**config.mk**
```make
export PLATFORM = sky130hd
export DESIGN_NAME = fsk_symbol_framer_flat
export DESIGN_NICKNAME = d
export VERILOG_FILES = /design/src/rtl/fsk_symbol_framer_if.sv /design/src/rtl/fsk_symbol_framer.sv /design/src/flat_wrapper.sv
export SDC_FILE = /design/constraint.sdc
export NUM_CORES = 1
export LEC_CHECK = 0
export ABC_CLOCK_PERIOD_IN_PS = 3900
export CORE_ASPECT_RATIO = 1.25
export CORE_MARGIN = 2
export CORE_UTILIZATION = 53
export DETAILED_ROUTE_END_ITERATION = 10
export HOLD_SLACK_MARGIN = 0.05
export PLACE_DENSITY = 0.82
export SYNTH_ARGS = -nofsm -noshare
export SYNTH_HDL_FRONTEND = slang
export SYNTH_SLANG_ARGS = --single-unit
```
**constraint.sdc**
```tcl
create_clock -name sys_clk -period 3.9 [get_ports sys_clk]
set_clock_uncertainty 0.15 [all_clocks]
set_input_delay 0.585 -clock sys_clk [delete_from_list [all_inputs] [get_ports sys_clk]]
set_output_delay 0.585 -clock sys_clk [all_outputs]
set_load 0.05 [all_outputs]
```
**src/rtl/fsk_symbol_framer_if.sv**
```systemverilog
// Byte input handshake into the FSK symbol framer.
// The producer drives in_data/in_valid and the framer answers with in_ready.
interface fsk_symbol_framer_if;
    logic [7:0] in_data;
    logic       in_valid;
    logic       in_ready;

    modport master (output in_data, output in_valid, input in_ready);
    modport slave  (input in_data, input in_valid, output in_ready);
endinterface

```
**src/rtl/fsk_symbol_framer.sv**
```systemverilog
// Buffers bytes in a small FIFO and serialises each one as a UART-style frame
// on opt, one bit per baud period, idling at mark.
module fsk_symbol_framer #(
    parameter int CLK_FREQ   = 50_000_000,
    parameter int BAUD       = 1_000,
    parameter int DATA_BITS  = 8,
    parameter int PARITY_EN  = 0,
    parameter int PARITY_ODD = 0,
    parameter int FIFO_DEPTH = 4,
    localparam int LEVEL_W   = $clog2(FIFO_DEPTH) + 1
) (
    input  logic                 sys_clk,
    input  logic                 sys_rst,
    fsk_symbol_framer_if.slave   in_bus,
    output logic                 opt,
    output logic                 bit_strobe,
    output logic                 frame_done,
    output logic                 busy,
    output logic [LEVEL_W-1:0]   fifo_level
);

    localparam int BAUD_DIV = CLK_FREQ / BAUD;
    localparam int CNT_W    = (BAUD_DIV > 1) ? $clog2(BAUD_DIV) : 1;
    localparam int PTR_W    = $clog2(FIFO_DEPTH);
    localparam int IDX_W    = $clog2(DATA_BITS);
    localparam bit PAR_ODD  = (PARITY_ODD != 0);
    localparam bit PAR_EN   = (PARITY_EN != 0);

    typedef enum logic [2:0] {
        IDLE,
        START,
        DATA,
        PARITY,
        STOP
    } state_t;

    state_t               state;
    state_t               state_nxt;
    logic [DATA_BITS-1:0] fifo_mem [FIFO_DEPTH];
    logic [PTR_W-1:0]     wr_ptr;
    logic [PTR_W-1:0]     rd_ptr;
    logic [LEVEL_W-1:0]   level;
    logic                 push;
    logic                 pop;
    logic [CNT_W-1:0]     cnt;
    logic                 tick;
    logic [DATA_BITS-1:0] shift;
    logic [IDX_W-1:0]     idx;
    logic                 parity_bit;

    assign in_bus.in_ready = (level != LEVEL_W'(FIFO_DEPTH));
    assign push            = in_bus.in_valid && in_bus.in_ready;
    assign tick            = (cnt == CNT_W'(BAUD_DIV - 1));
    assign fifo_level      = level;

    always_comb begin
        state_nxt = state;
        pop       = 1'b0;
        case (state)
            IDLE: begin
                if (level != '0) begin
                    pop       = 1'b1;
                    state_nxt = START;
                end
            end
            START: begin
                if (tick) state_nxt = DATA;
            end
            DATA: begin
                if (tick && (idx == IDX_W'(DATA_BITS - 1))) begin
                    state_nxt = PAR_EN ? PARITY : STOP;
                end
            end
            PARITY: begin
                if (tick) state_nxt = STOP;
            end
            STOP: begin
                // Chain straight into the next start bit when a byte is waiting
                if (tick) begin
                    if (level != '0) begin
                        pop       = 1'b1;
                        state_nxt = START;
                    end else begin
                        state_nxt = IDLE;
                    end
                end
            end
            default: state_nxt = IDLE;
        endcase
    end

    always_ff @(posedge sys_clk) begin
        if (push) begin
            fifo_mem[wr_ptr] <= in_bus.in_data[DATA_BITS-1:0];
        end
    end

    always_ff @(posedge sys_clk) begin
        if (sys_rst) begin
            wr_ptr <= '0;
            rd_ptr <= '0;
            level  <= '0;
        end else begin
            if (push) wr_ptr <= wr_ptr + PTR_W'(1);
            if (pop)  rd_ptr <= rd_ptr + PTR_W'(1);
            case ({push, pop})
                2'b10:   level <= level + LEVEL_W'(1);
                2'b01:   level <= level - LEVEL_W'(1);
                default: level <= level;
            endcase
        end
    end

    // Outputs are registered from the current state, so opt trails the FSM by one cycle
    always_ff @(posedge sys_clk) begin
        if (sys_rst) begin
            state      <= IDLE;
            cnt        <= '0;
            shift      <= '0;
            idx        <= '0;
            parity_bit <= 1'b0;
            opt        <= 1'b1;
            bit_strobe <= 1'b0;
            frame_done <= 1'b0;
            busy       <= 1'b0;
        end else begin
            state <= state_nxt;

            if ((state == IDLE) || tick) begin
                cnt <= '0;
            end else begin
                cnt <= cnt + CNT_W'(1);
            end

            if (pop) begin
                shift      <= fifo_mem[rd_ptr];
                idx        <= '0;
                parity_bit <= (^fifo_mem[rd_ptr]) ^ PAR_ODD;
            end else if ((state == DATA) && tick) begin
                shift <= shift >> 1;
                idx   <= idx + IDX_W'(1);
            end

            case (state)
                START:   opt <= 1'b0;
                DATA:    opt <= shift[0];
                PARITY:  opt <= parity_bit;
                default: opt <= 1'b1;
            endcase

            bit_strobe <= (state != IDLE) && (cnt == '0);
            frame_done <= (state == STOP) && tick;
            busy       <= (state != IDLE);
        end
    end

endmodule

```
**src/flat_wrapper.sv**
```systemverilog
// flat-port wrapper written by rule: the top's interface ports become plain ports
module fsk_symbol_framer_flat 
#(
    parameter int CLK_FREQ   = 50_000_000,
    parameter int BAUD       = 1_000,
    parameter int DATA_BITS  = 8,
    parameter int PARITY_EN  = 0,
    parameter int PARITY_ODD = 0,
    parameter int FIFO_DEPTH = 4,
    localparam int LEVEL_W   = $clog2(FIFO_DEPTH) + 1
)
  (sys_clk, sys_rst, opt, bit_strobe, frame_done, busy, fifo_level, in_bus_in_data, in_bus_in_valid, in_bus_in_ready);
  fsk_symbol_framer_if in_bus_i ();
  input  logic sys_clk;
  input  logic sys_rst;
  output logic opt;
  output logic bit_strobe;
  output logic frame_done;
  output logic busy;
  output logic [LEVEL_W-1:0] fifo_level;
  input wire logic [$bits(in_bus_i.in_data)-1:0] in_bus_in_data;
  input wire logic [$bits(in_bus_i.in_valid)-1:0] in_bus_in_valid;
  output wire logic [$bits(in_bus_i.in_ready)-1:0] in_bus_in_ready;
  assign in_bus_i.in_data = in_bus_in_data;
  assign in_bus_i.in_valid = in_bus_in_valid;
  assign in_bus_in_ready = in_bus_i.in_ready;
  fsk_symbol_framer #(.CLK_FREQ(CLK_FREQ), .BAUD(BAUD), .DATA_BITS(DATA_BITS), .PARITY_EN(PARITY_EN), .PARITY_ODD(PARITY_ODD), .FIFO_DEPTH(FIFO_DEPTH)) u_core (.sys_clk(sys_clk), .sys_rst(sys_rst), .in_bus(in_bus_i), .opt(opt), .bit_strobe(bit_strobe), .frame_done(frame_done), .busy(busy), .fifo_level(fifo_level));
endmodule
```
==> results.tsv <==
metric	value	unit
status	completed	
fmax	0.319	GHz
met2_usage	30.4	%
drc	0	
grt_setup_unrepaired	no	
ctsResizeCount	0	
hold_violations	0	
synth_common_cells	44 x dfxtp_1, 32 x edfxtp_1, 21 x nor2_1	
grt_pass1_wl	9.27	mm
cp_max_fo	12	
insertion_delay	0.35	ns
synth_edf_count	32	
rrSetupSlack	0.77	ns
post-route-period-util	80.4	%
dp_hpwl	3.64	mm
p_leak	1.25	nW
fin_crit	3.13	ns
cpLargestDelayFamily	simple AND/OR/NAND/NOR gates	
hp-class	register to register	
crit_slowest_cell	or4_4	
antenna_found_initial	0	
fp.coreArea	5820	um2
gr-usage-met1	21.5	%
synth_area_leaders	edfxtp_1 30%, dfxtp_1 28%, mux4_2 5.6%	
cts.sinks	76	
synth.yosys.seq_area_share	57.7	%
yosysWarnings	0	
drt-vias-per-instance	5.67	
dr.pass1.iters	5	
cts_buffer_depth	2	
synth_cell_types	42	
top_usage_layer	met2	
wirelength	5.38	mm
critPathBufInv	1	
grt-ovfl-total	0	
die_height	90.8	um
initial_core_util	54.9	%
syn_area	3190	um2
grt_pass1_vias	2061	
clkTransAtPathRegs	0.08	ns
routedWlPerCell	15.0	um
synthArstFlopShare	0	%
vias	2029	
grtUsageMet3	3.91	%
slew-limit-headroom	52.2	%
worstPathRequired	4.03	ns
tightest_slew	0.712	ns
slew_violations	0	
nets	308	
ys_ff_latch	76	
postCtsSetupRepairBufs	0	
antennaDiodeCount	0	
yosysTopAreaCellShare	30.1	%
cts_tree	done	
postSynthAreaPerCell	12.0	um2
drive_above_1_share	10.6	%
holdWs	0.326	ns
cp-start-kind	register	
gp_congestion	0.797	
ir_drop	0.422	mV
io_pins	19	
nFillCells	462	
cap_viol_max_count	0	
yosysTopAreaCell	edfxtp_1	
portBuffers	18	
dieArea	6670	um2
root_buffer	clkbuf_8	
die_width	73.4	um
cts_buffers	9	
worstPathCellList	or4_4, nor4_4, o21ai_1, inv_1, ha_1, fa_1, xnor2_1, or3_1, a21oi_1	
cp_data_arrival_time	3.27	ns
synthMostInstantiatedCell	dfxtp_1	
htree_levels	3	
ant_nets	0	
cts_hold_buf	0	
cp_slowest_stage_delay	0.56	ns
critPathKind	register to register	
rows	31	
drt-initial-drc-count	134	
setup_viol	0	
grt_max_degree	26	
synth_nets	287	
tns	0	ns
synth_ff_type	dfxtp_1	
area_growth	13.4	%
power_density	672	nW/um2
synth_cells	266	
grt_usage	18.2	%
cp-end-kind	register	
==> cells in the final DEF, fill, tap and decap left out, drive strengths merged, types with 2 or more instances in the layout <==
cell type,instances
dfxtp,44
edfxtp,32
nor2,21
a21oi,18
clkdlybuf4s50,18
nand2,16
nand3,13
xnor2,13
inv,12
xor2,9
ha,9
clkbuf,9
mux4,8
o21ai,8
or3,7
a22oi,7
nor3,7
and3,6
and4,4
nand4,3
mux2i,3
and2,3
clkinv,3
nand2b,2
bufinv,2
buf,2
nor4,2
==> cell families after synthesis <==
logic type | count (synthesis) | synth area share, %
AO/OA/AOI/OAI | 37 | 6.86
XOR/XNOR | 22 | 6.03
adder cells (fa/ha/maj) | 10 | 4.15
buffers and inverters | 21 | 3.25
flip-flops | 76 | 57.7
multiplexers | 11 | 6.58
AND/OR/NAND/NOR | 89 | 15.4
==> worst paths after layout <==
| path | startpoint | endpoint | cells past startpoint |
|---|---|---|---|
| hold / removal | u_core.shift[7]$_SDFFE_PP0P_ | u_core.shift[7]$_SDFFE_PP0P_ | 2 |
| hold reg to reg | u_core.shift[7]$_SDFFE_PP0P_ | u_core.shift[7]$_SDFFE_PP0P_ | 2 |
| setup / recovery | u_core.cnt[11]$_SDFF_PP0_ | u_core.fifo_level[2]$_SDFFE_PP0P_ | 9 |
| setup reg to reg | u_core.cnt[11]$_SDFF_PP0_ | u_core.fifo_level[2]$_SDFFE_PP0P_ | 9 |
==> worst register-to-register path, delay by kind of cell (launching register included) <==
| kind | cells | cell delay [ns] |
|---|---|---|
| adder cells (fa/ha/maj) | 2 | 0.40 |
| AO/OA/AOI/OAI | 2 | 0.50 |
| AND/OR/NAND/NOR | 3 | 1.42 |
| flip-flops | 1 | 0.35 |
| XOR/XNOR | 1 | 0.07 |
| buffers and inverters | 1 | 0.17 |
==> layout make-up <==
class	count	area [um2]	share of cell area, %
Clock buffer	9	124	3.42
Clock inverter	7	90.1	2.49
Sequential cell	76	1840	50.8
Tap cell	66	82.6	2.28
Timing Repair Buffer	20	195	5.39
Multi-Input combinational cell	169	1250	34.4
Inverter	11	41.3	1.14
==> power by group <==
group / internal [mW] / leakage (nW) / total [mW] / switching, mW
Sequential: 0.952 / 0.652 / 1.05 / 0.0999
Clock: 0.358 / 0.105 / 0.643 / 0.285
Combinational: 0.336 / 0.489 / 0.740 / 0.404
Total: 1.65 / 1.25 / 2.44 / 0.790
==> metrics by stage <==
step           instances  instance area, um2  utilization (%)  power, mW  setup WS [ns]
5_1_grt              358                3620             62.3       2.58          0.518
6_report             358                3620             62.3       2.44          0.766
2_1_floorplan        266                3190                -       1.65          0.999
3_5_place_dp         342                3410             58.6       1.81          0.805
4_1_cts              358                3620             62.3       2.45          0.764
3_3_place_gp         342                3410             58.6       1.79          0.900
==> per-layer routing <==
layer  routed length [um]  share of wire (%)
met2                 2830                 53
met5                    0                  0
met1                 2310                 43
met3                  153                2.8
met4                   90                1.7
==> state kept, by name, indices dropped and copies added (netlist names), 2 cells and up, named ones only <==
signal	count
u_core.state	3
u_core.shift	8
u_core.cnt	16
u_core.fifo_mem	32
u_core.rd_ptr	2
u_core.idx	3
u_core.fifo_level	3
u_core.wr_ptr	2
No activity file was read; power rests on OpenSTA's default activity.
